File: config.mk
export PLATFORM = sky130hd
export DESIGN_NAME = mux_n1_stream
export DESIGN_NICKNAME = d
export VERILOG_FILES = /design/src/rtl/mux_n1_stream.sv
export SDC_FILE = /design/constraint.sdc
export NUM_CORES = 1
export LEC_CHECK = 0
export ABC_CLOCK_PERIOD_IN_PS = 2100
export BUFFER_PORTS_ARGS = -buffer_cell sky130_fd_sc_hd__buf_4
export CORE_ASPECT_RATIO = 1.4
export CORE_MARGIN = 5
export CORE_UTILIZATION = 44
export CTS_CLUSTER_DIAMETER = 60
export DETAILED_ROUTE_END_ITERATION = 10
export PLACE_DENSITY = 0.76
export SETUP_SLACK_MARGIN = 0.2
export SLEW_MARGIN = 15
export SYNTH_ARGS = -nofsm -noshare
export SYNTH_HDL_FRONTEND = slang
export SYNTH_SLANG_ARGS = --single-unit
File: constraint.sdc
create_clock -name clock -period 2.1 [get_ports clock]
set_input_delay 0.105 -clock clock [delete_from_list [all_inputs] [get_ports clock]]
set_output_delay 0.105 -clock clock [all_outputs]
set_load 0.01 [all_outputs]
File: src/rtl/mux_n1_stream.sv
// mux_n1_stream: N:1 stream multiplexer with a registered, handshaked output.
// Each input channel is a valid/ready stream. The winning channel is chosen
// either by a fixed index (mode_in=0) or by round-robin arbitration among the
// valid channels (mode_in=1). The winner's data is captured into a one-entry
// output register, which can refill in the same cycle it drains.
module mux_n1_stream #(
    parameter int WIDTH    = 8,
    parameter int CHANNELS = 4,
    parameter int SEL_W    = 2
) (
    input  logic                      clock,
    input  logic                      resetn,
    input  logic                      mode_in,
    input  logic [SEL_W-1:0]          sel_in,
    input  logic [CHANNELS*WIDTH-1:0] data_in,
    input  logic [CHANNELS-1:0]       valid_in,
    output logic [CHANNELS-1:0]       ready_out,
    output logic [WIDTH-1:0]          y_out,
    output logic [SEL_W-1:0]          y_chan,
    output logic                      y_valid,
    input  logic                      y_ready
);

    typedef enum logic {
        EMPTY = 1'b0,
        FULL  = 1'b1
    } state_e;

    state_e           state_q, state_d;
    logic [WIDTH-1:0] y_out_q, y_out_d;
    logic [SEL_W-1:0] y_chan_q, y_chan_d;
    logic [SEL_W-1:0] last_grant_q, last_grant_d;

    logic [SEL_W-1:0] grant;
    logic             grant_valid;
    logic             load_en;
    logic             in_xfer;
    logic [WIDTH-1:0] sel_data;

    // The output register may load whenever it is empty or being drained.
    assign load_en = (state_q == EMPTY) || y_ready;
    assign in_xfer = load_en && grant_valid;

    // Grant selection: fixed index, or first valid channel after last_grant.
    always_comb begin
        // NOTE: every always_comb output gets a default first so no path
        // leaves it unassigned, which would otherwise infer a latch.
        grant       = '0;
        grant_valid = 1'b0;
        if (!mode_in) begin
            // Comparing against each legal index means an out-of-range
            // sel_in simply matches nothing and never grants.
            for (int k = 0; k < CHANNELS; k++) begin
                if (sel_in == SEL_W'(k) && valid_in[k]) begin
                    grant       = SEL_W'(k);
                    grant_valid = 1'b1;
                end
            end
        end else begin
            // Step i visits channel (last_grant + 1 + i) mod CHANNELS;
            // the first valid one visited wins.
            for (int i = 0; i < CHANNELS; i++) begin
                for (int k = 0; k < CHANNELS; k++) begin
                    if (!grant_valid && valid_in[k] &&
                        k == (int'(last_grant_q) + 1 + i) % CHANNELS) begin
                        grant       = SEL_W'(k);
                        grant_valid = 1'b1;
                    end
                end
            end
        end
    end

    // One-hot ready to the granted channel; forced low while reset is held.
    always_comb begin
        ready_out = '0;
        for (int k = 0; k < CHANNELS; k++) begin
            if (resetn && in_xfer && grant == SEL_W'(k)) begin
                ready_out[k] = 1'b1;
            end
        end
    end

    // Data mux: pick the granted channel's slice of the flattened input.
    always_comb begin
        sel_data = '0;
        for (int k = 0; k < CHANNELS; k++) begin
            if (grant == SEL_W'(k)) begin
                sel_data = data_in[k*WIDTH +: WIDTH];
            end
        end
    end

    // Next-state logic for the output stage and the round-robin pointer.
    always_comb begin
        state_d      = state_q;
        y_out_d      = y_out_q;
        y_chan_d     = y_chan_q;
        last_grant_d = last_grant_q;
        if (in_xfer) begin
            // A new beat replaces the held one even if it drains this cycle.
            state_d  = FULL;
            y_out_d  = sel_data;
            y_chan_d = grant;
            if (mode_in) begin
                last_grant_d = grant;
            end
        end else if (state_q == FULL && y_ready) begin
            state_d = EMPTY;
        end
    end

    // State registers; reset clears the held beat without waiting for a clock.
    always_ff @(posedge clock or negedge resetn) begin
        if (!resetn) begin
            // NOTE: sequential state uses non-blocking assignments so every
            // register samples pre-edge values regardless of block ordering.
            state_q      <= EMPTY;
            y_out_q      <= '0;
            y_chan_q     <= '0;
            last_grant_q <= SEL_W'(CHANNELS - 1);
        end else begin
            state_q      <= state_d;
            y_out_q      <= y_out_d;
            y_chan_q     <= y_chan_d;
            last_grant_q <= last_grant_d;
        end
    end

    assign y_out   = y_out_q;
    assign y_chan  = y_chan_q;
    assign y_valid = (state_q == FULL);

endmodule

==> impl_metrics.py, run 1 <==
metrics = {
    "drt": {
        "drc_errors": 0,
        "avgViaCountPerCell": 5.91,
        "drt_iter0_markers": 51,
        "ant_nets": 0,
        "routedWlPerCell_um": 15.4,
        "wl_mm": 3.12,
        "vias": 1194,
        "drtPass1Iterations": 4,
    },
    "layout": {
        "final_cell_count_no_fill": 202,
        "fin_nets": 222,
        "drive_gt1_share_pct": 51.4,
        "n_antenna_cell": 0,
        "area_growth_pct": 55.8,
    },
    "synthesis": {
        "async_reset_ff_share_pct": 100,
        "ys.flop_type": "dfrtp_1",
        "synth_cells": 120,
        "syn_nets": 162,
        "synth-edff-count": 0,
        "synthAdderAreaFrac_pct": 0,
        "synthMuxAreaShare_pct": 10.9,
        "synth_top_family_by_area": "compound AO/OA/AOI/OAI gates",
        "synth_seq_area_share_pct": 31.3,
        "synth.distinct_cells": 35,
        "synth_seq_cells": 13,
        "synth_xor_area_share_pct": 0,
        "synthSimpleGateAreaFrac_pct": 14.5,
        "syn-cell-area_mm2": 0.00105,
        "postSynthAreaPerCell_um2": 8.73,
        "yosys_warnings": 0,
        "synth_compound_area_share_pct": 37.3,
    },
    "global_route": {
        "grt_pass1_wl_mm": 4.89,
        "grt_overflow": 0,
        "grt_pass1_vias": 1095,
        "track_usage_pct": 18.8,
        "grt_max_degree": 21,
        "antenna_found_initial": 0,
    },
    "place": {
        "gp_congestion": 0.831,
        "dp_hpwl_mm": 2.45,
        "preCtsSetupSlack_ps": 73.9,
        "place_inst": 193,
        "port_buffers": 56,
    },
    "setup_path": {
        "path_delay_family": "compound AO/OA/AOI/OAI gates",
        "timing.reg2reg.setup_slack_ps": 20,
        "endpoint_kind": "flop",
        "cp_slowest_cell": "dfstp_2",
        "r2r_start": "last_grant_q[0]",
        "arrival_ps": 2230,
        "reg2regPathDepth": 7,
        "path_buf_inv": 2,
        "crit_chain": "and2b_1 > o311a_1 > o2bb2ai_4 > buf_4 > buf_12 > a211oi_1 > o31ai_1",
        "crit_path_max_incr_delay_ps": 540,
        "crit_required_ps": 2250,
        "r2r_end": "y_out[2]",
        "critPathMaxFanout": 14,
        "worst_setup_path_start_kind": "flop",
        "critical_path_class": "reg2reg",
    },
    "clock_tree": {
        "path_clk_slew_ps": 80,
        "cts-htree-levels": 1,
        "cts_root_buffer": "clkbuf_4",
        "cts_max_path_buffers": 2,
        "cts_tree": "built",
        "cts_buffers": 3,
        "clock_latency_ps": 270,
        "cts_sinks": 13,
    },
    "sta": {
        "finClkSkew_ps": 4.77,
        "finalCritPeriodShare_pct": 98.9,
        "fin_crit_ps": 2080,
        "setup_violations": 0,
        "rsz0062_at_grt": "true",
        "setup_ws_ps": 23.9,
        "tightestPinTransition_ps": 375,
        "hold_viol": 0,
        "slew_violations": 0,
        "fmax_mhz": 482,
        "hold_ws_ps": 124,
        "fin_tns_setup_ps": 0,
        "slew_headroom_pct": 74.3,
    },
    "outcome": {
        "outcome": "complete, no violations",
    },
    "floorplanning": {
        "fp-row-count": 21,
        "dieArea_mm2": 0.00347,
        "core-area_mm2": 0.00234,
        "io_pins": 57,
        "die_x_um": 51.2,
        "start_util_pct": 44.8,
        "die-height_um": 67.7,
    },
    "min_path": {
        "holdCritPathClass": "in2reg",
        "hp-start": "y_ready",
        "hold_path_depth": 3,
        "holdPathEnd": "y_valid",
    },
    "power_and_ir_drop": {
        "total_power_uw": 1320,
        "p_leak_uw": 0.000737,
        "irDropWorstVdd_v": 0.000614,
        "p_per_area_mw_per_mm2": 807,
    },
    "job": {
        "drv_cap": 0,
    },
}
logic make-up after synthesis:
kind of cell           count (synthesis)
multiplexers                           8
AO/OA/AOI/OAI                         57
AND/OR/NAND/NOR                       29
flip-flops                            13
buffers and inverters                 13
metrics by stage:
step / area, um2 / utilization, %
3_3_place_gp: 1470 / 63.0
3_5_place_dp: 1470 / 63.0
6_report: 1630 / 69.8
2_1_floorplan: 1050 / -
4_1_cts: 1610 / 68.9
5_1_grt: 1630 / 69.8
synthesized netlist by cell type, types with 2 or more instances:
cell type	number	share of area [%]
buf_4	3	2.2
nand2_1	10	3.6
a21oi_1	14	6.7
a211oi_1	14	10
o21ai_0	14	6.7
nand3_1	2	0.96
dfrtp_1	11	26
mux2i_1	2	1.9
nor2_1	3	1.1
mux2_2	3	3.2
buf_2	3	1.4
and3_1	4	2.4
dfstp_2	2	5.0
inv_1	2	0.72
o31ai_1	7	5.0
clkbuf_1	5	1.8
nand2b_1	3	1.8
repair_timing:
item / in CTS / in global routing
buffers inserted: 4 / 0
hold buffers: 1 / 0
pin swaps: 5 / 4
resized for setup: 16 / 5
endpoints found under the setup margin: 6 / 12
hold endpoints to repair: 13 / 0
cells in the final DEF (no fill, tap or decap), types with 2 or more instances in the layout:
master / Yosys / final
a211oi_1: 14 / 6
a211oi_2: 0 / 8
a21oi_1: 14 / 14
and3_1: 4 / 3
buf_4: 3 / 60
buf_6: 0 / 4
clkbuf_4: 0 / 3
dfrtp_1: 11 / 11
dfstp_2: 2 / 2
inv_1: 2 / 2
mux2_2: 3 / 3
mux4_2: 1 / 2
nand2_1: 10 / 10
nand2b_1: 3 / 3
nand3_1: 2 / 2
nor2_1: 3 / 2
o21ai_0: 14 / 14
o31ai_1: 7 / 7
where the power goes:
group / switching [uW] / internal (uW) / total (uW)
clock: 76.7 / 73.6 / 150
sequential: 59.0 / 350 / 409
combinational: 360 / 397 / 757
metal layers:
metal / vias up / global-route usage [%] / share of wire (%)
met4: 0 / 10.8 / 2.6
met5: - / 0 / 0
met1: 531 / 24.9 / 40
met3: 6 / 2.21 / 9.1
li1: 578 / - / -
met2: 79 / 29.4 / 48
worst max-delay path by stage:
| stage | startpoint | to | depth (start not counted) |
|---|---|---|---|
| 6_report | last_grant_q[0] | y_out[2] | 7 |
| 5_1_grt | last_grant_q[0] | y_out[2] | 7 |
| 4_1_cts | last_grant_q[0] | ready_out[3] | 6 |
| 3_5_place_dp | last_grant_q[1] | y_out[6] | 5 |
| 3_3_place_gp | last_grant_q[1] | y_out[6] | 5 |
| 2_1_floorplan | last_grant_q[0] | y_out[6] | 6 |
flip-flops by register name, summed over array words and instances (netlist names):
| name | count |
|---|---|
| last_grant_q | 2 |
| y_valid | 1 |
| y_out | 8 |
| y_chan | 2 |
worst min-delay path, stage by stage:
cell and delay (ps):
buf_4 80, nand2b_1 130, nand2_1 60
final cells by class:
type                    instances  area (um2)
multi-input cells              94         716
inverters                       2        7.51
well taps                      23        28.8
fillers                       189         707
clock buffers                   4        26.3
repair buffers                 66         526
flip-flops and latches         13         328
Note: power is estimated with default switching activity, not from simulation.
==> inputs of run 2 (changes only) <==
- CORE_ASPECT_RATIO: 1.4 -> 1.25
==> run 2 against run 1 <==
Compared with the run above: die area decreased by 0.22%; the flow now finishes with violations (negative setup slack); count of clock-buffer cells in the layout unchanged; register-to-register slack got worse by 50 ps; first-iteration DRC count decreased by 53%; core utilization increased by 10 points.
==> impl_metrics.py, run 2 (synthesis results as in run 1) <==
metrics = {
    "min_path": {
        "holdCritPathClass": "in2reg",
        "hold_path_depth": 3,
        "hp-start": "y_ready",
        "holdPathEnd": "y_valid",
    },
    "clock_tree": {
        "cts_tree": "built",
        "cts_sinks": 13,
        "cts_root_buffer": "clkbuf_4",
        "cts_buffers": 3,
        "cts-htree-levels": 1,
        "path_clk_slew_ps": 90,
        "cts_max_path_buffers": 2,
        "clock_latency_ps": 280,
    },
    "global_route": {
        "track_usage_pct": 19.5,
        "antenna_found_initial": 0,
        "grt_max_degree": 21,
        "grt_pass1_wl_mm": 5.08,
        "grt_pass1_vias": 1115,
        "grt_overflow": 0,
    },
    "sta": {
        "hold_viol": 0,
        "finalCritPeriodShare_pct": 101,
        "fmax_mhz": 471,
        "tightestPinTransition_ps": 410,
        "rsz0062_at_grt": "true",
        "fin_crit_ps": 2120,
        "setup_ws_ps": -24.3,
        "fin_tns_setup_ps": -24.3,
        "slew_headroom_pct": 71.9,
        "setup_violations": 1,
        "finClkSkew_ps": 8.90,
        "slew_violations": 0,
    },
    "outcome": {
        "violations": "negative setup slack",
        "outcome": "complete, but fails checks",
    },
    "floorplanning": {
        "dieArea_mm2": 0.00346,
        "die_x_um": 53.6,
        "io_pins": 57,
        "fp-row-count": 19,
        "core-area_mm2": 0.00223,
        "start_util_pct": 46.9,
        "die-height_um": 64.5,
    },
    "drt": {
        "ant_nets": 0,
        "wl_mm": 3.84,
        "avgViaCountPerCell": 5.62,
        "routedWlPerCell_um": 17.8,
        "drt_iter0_markers": 24,
        "vias": 1214,
        "drtPass1Iterations": 4,
        "drc_errors": 0,
    },
    "power_and_ir_drop": {
        "total_power_uw": 1530,
        "p_per_area_mw_per_mm2": 853,
        "irDropWorstVdd_v": 0.000728,
        "p_leak_uw": 0.000780,
    },
    "layout": {
        "fin_nets": 228,
        "final_cell_count_no_fill": 216,
        "largest_reg_flops": 8,
        "fill_cells": 160,
        "design_area_mm2": 0.00179,
        "final_common_cell": "buf_4",
        "drive_gt1_share_pct": 61.6,
        "n_antenna_cell": 0,
        "area_growth_pct": 71.1,
        "mostFrequentLayoutCells": "62 x buf_4, 14 x o21ai_0, 12 x a211oi_2, 11 x dfrtp_1, 10 x nand2_1",
    },
    "setup_path": {
        "timing.reg2reg.setup_slack_ps": -20,
        "r2r_end": "y_out[6]",
        "worst_setup_path_start_kind": "flop",
        "crit_required_ps": 2270,
        "reg2regPathDepth": 5,
        "arrival_ps": 2300,
        "r2r_start": "last_grant_q[1]",
        "critPathMaxFanout": 2,
        "endpoint_kind": "flop",
        "critical_path_class": "reg2reg",
    },
    "place": {
        "placed_area_mm2": 0.00148,
        "port_buffers": 56,
        "gp_congestion": 0.843,
        "dp_hpwl_mm": 2.51,
        "place_inst": 201,
        "preCtsSetupSlack_ps": 77.2,
    },
    "job": {
        "drv_cap": 0,
    },
}
==> run 2: cell types whose count changed in the layout (fill, tap and decap cells not counted), sizes merged <==
| cell | delta |
|---|---|
| buf | +6 |
==> run 2: cell type report <==
type	count	area (um2)	share of cell area (%)
multi-input cells	94	803	44.8
repair buffers	72	586	32.7
flip-flops and latches	13	328	18.3
well taps	31	38.8	2.16
clock buffers	4	26.3	1.47
inverters	2	10.0	0.559
==> run 2: worst max-delay path, cell delays in order, from the launching register on <==
cell and delay [ps]:
dfstp_2 580, mux2i_2 280, a22oi_2 110, o221ai_2 260, mux4_2 530, mux2_2 270
==> run 2: worst max path at each step <==
stage,startpoint,endpoint,cells after the start
after floorplan,last_grant_q[0],y_out[6],6
after global placement,last_grant_q[1],y_out[6],5
after detailed placement,last_grant_q[1],y_out[6],5
after CTS,last_grant_q[0],ready_out[2],6
after global routing,last_grant_q[1],y_out[6],5
final,last_grant_q[1],y_out[6],5
==> run 2: repair_timing <==
item | in CTS | in global routing
endpoints found under the setup margin | 5 | 12
pin swaps | 5 | 24
hold buffers | 1 | 0
cloned | 0 | 0
hold endpoints to repair | 13 | 0
buffers inserted | 7 | 3
gates resized for setup | 6 | 35
==> run 2: through the flow <==
step	util (%)	hold WS [ps]
final	80.2	140
after global routing	80.2	161
after CTS	72.0	122
after detailed placement	66.4	-36.4
after global placement	66.4	-37.1
after floorplan	-	-191
==> run 2: power breakdown <==
group	total (uW)	internal, uW	switching [uW]
logic	962	496	466
clock network	160	73.6	86.0
registers	407	350	56.7
total	1530	920	609
==> run 2: per-layer routing <==
layer,vias to the layer above,track usage [%],share of wire [%]
met1,566,28.2,43
met3,2,2.06,6.8
met4,0,7.67,0.75
li1,590,-,-
met5,-,0,0
met2,56,29.4,49
==> inputs of run 3 (changes only) <==
- CELL_PAD_IN_SITES_DETAIL_PLACEMENT: default -> 0
- CELL_PAD_IN_SITES_GLOBAL_PLACEMENT: default -> 1
- CORE_UTILIZATION: 44 -> 31
==> run 3 against run 2 <==
Compared with the run above: critical endpoint is now ready_out[2]; largest power group unchanged; largest cell class unchanged; clock skew shrank 7.1 ps; the flow now finishes without violations; core utilization decreased by 27 points; routed wire length is 11% lower.
==> impl_metrics.py, run 3 (synthesis results as in run 1) <==
metrics = {
    "setup_path": {
        "timing.reg2reg.setup_slack_ps": 50,
        "r2r_start": "last_grant_q[0]",
        "worst_setup_path_start_kind": "flop",
        "reg2regPathDepth": 6,
        "crit_path_max_incr_delay_ps": 540,
        "path_delay_family": "simple AND/OR/NAND/NOR gates",
        "cp_slowest_cell": "dfstp_2",
        "crit_required_ps": 2000,
        "arrival_ps": 1960,
        "path_buf_inv": 1,
        "endpoint_kind": "output pin",
        "r2r_end": "y_out[6]",
        "critical_path_class": "reg2out",
        "critPathMaxFanout": 4,
        "crit_chain": "and2b_2 > o311a_4 > o2bb2ai_4 > nor2b_4 > and3_4 > buf_6",
    },
    "clock_tree": {
        "cts_root_buffer": "clkbuf_8",
        "cts_tree": "built",
        "cts-htree-levels": 1,
        "cts_max_path_buffers": 2,
        "cts_sinks": 13,
        "cts_buffers": 3,
        "clock_latency_ps": 240,
        "path_clk_slew_ps": 60,
    },
    "layout": {
        "largest_reg_flops": 8,
        "n_antenna_cell": 0,
        "design_area_mm2": 0.00172,
        "mostFrequentLayoutCells": "57 x buf_4, 14 x o21ai_0, 14 x a21oi_1, 11 x dfrtp_1",
        "area_growth_pct": 64.6,
        "drive_gt1_share_pct": 55.3,
        "final_common_cell": "buf_4",
        "fin_nets": 222,
    },
    "floorplanning": {
        "fp-row-count": 23,
        "die_x_um": 62.0,
        "core-area_mm2": 0.00322,
        "dieArea_mm2": 0.00465,
        "io_pins": 57,
        "start_util_pct": 32.5,
        "die-height_um": 75.0,
    },
    "min_path": {
        "holdPathEnd": "y_valid",
        "holdCritPathClass": "in2reg",
        "hp-start": "y_ready",
        "hold_path_depth": 3,
    },
    "sta": {
        "slew_violations": 0,
        "tightestPinTransition_ps": 321,
        "finClkSkew_ps": 1.80,
        "finalCritPeriodShare_pct": 98.2,
        "fin_crit_ps": 2060,
        "setup_ws_ps": 38.1,
        "rsz0062_at_grt": "true",
        "fmax_mhz": 485,
        "hold_viol": 0,
        "slew_headroom_pct": 78.0,
        "setup_violations": 0,
        "fin_tns_setup_ps": 0,
    },
    "power_and_ir_drop": {
        "pwr-share-comb_pct": 56.1,
        "p_per_area_mw_per_mm2": 842,
        "clock_power_share_pct": 15.8,
        "irDropWorstVdd_v": 0.000424,
        "p_sw_share_pct": 37.1,
        "p_switching_uw": 539,
        "p_int_uw": 913,
        "p_leak_uw": 0.000751,
        "power_frac_seq_pct": 28.1,
    },
    "drt": {
        "ant_nets": 0,
        "drt_iter0_markers": 45,
        "routedWlPerCell_um": 15.9,
        "drtPass1Iterations": 4,
        "vias": 1162,
        "wl_mm": 3.43,
        "drc_errors": 0,
        "avgViaCountPerCell": 5.38,
    },
    "place": {
        "placed_area_mm2": 0.00149,
        "dp_hpwl_mm": 2.69,
        "preCtsSetupSlack_ps": 63.3,
        "port_buffers": 56,
        "gp_congestion": 0.791,
    },
    "global_route": {
        "grt_overflow": 0,
        "grt_pass1_wl_mm": 5.62,
        "grt_max_degree": 21,
        "antenna_found_initial": 0,
        "grt_pass1_vias": 1226,
        "track_usage_pct": 16.2,
    },
    "job": {
        "drv_cap": 0,
    },
    "outcome": {
        "outcome": "complete, no violations",
    },
}
-- run 3: cell count changes in the layout (fill, tap and decap cells not counted), sizes merged --
cell and change:
buf -6
-- run 3: routing by layer --
metal / up-vias / GRT usage, % / routed length, um
li1: 582 / - / -
met1: 539 / 20.7 / 1400
met2: 36 / 27.2 / 1790
met3: 5 / 1.37 / 174
met4: 0 / 7.08 / 63
met5: - / 0 / 0
-- run 3: through the flow --
step	util, %	instances	hold WS, ps	total power [uW]
detailed placement	46.3	207	-27.0	1070
floorplan	-	120	-191	807
CTS	50.9	215	163	1370
finish	53.5	216	165	1450
global placement	46.3	207	-30.8	1050
global route	53.5	216	199	1560
-- run 3: power groups by stage --
stage | Combinational, uW | Sequential, uW | Clock (uW)
after floorplan | 370 | 436 | 0
after global placement | 641 | 410 | 0
after detailed placement | 654 | 417 | 0
after CTS | 731 | 408 | 235
after global routing | 891 | 421 | 248
final | 814 | 408 | 229
-- run 3: worst max-delay path by stage --
stage / from / end / slack (ps) / depth (start not counted)
floorplan: last_grant_q[0] / y_out[6] / 180 / 6
global route: last_grant_q[1] / y_out[6] / -20 / 5
detailed placement: last_grant_q[0] / y_out[6] / 60 / 5
global placement: last_grant_q[1] / y_out[6] / 140 / 5
finish: last_grant_q[0] / ready_out[2] / 40 / 6
CTS: last_grant_q[0] / y_out[6] / -20 / 6
-- run 3: area by class of cell --
class	instances	area, um2
tap	37	46.3
timing repair buffer	66	528
clock buffer	4	45.0
fill	313	1500
multi-input combinational	94	769
sequential	13	328
inverter	2	7.51
-- run 3: tightest hold or removal path, cell delays in order --
cell and delay [ps]:
buf_4 70, nand2b_1 130, nand2_1 60
-- run 3: what timing repair did --
item | in CTS | in global routing
gates resized for setup | 16 | 15
hold buffers | 1 | 0
pin swaps | 3 | 5
cloned | 0 | 0
endpoints found under the hold margin | 13 | 0
setup endpoints to repair | 8 | 12
buffers inserted | 3 | 1
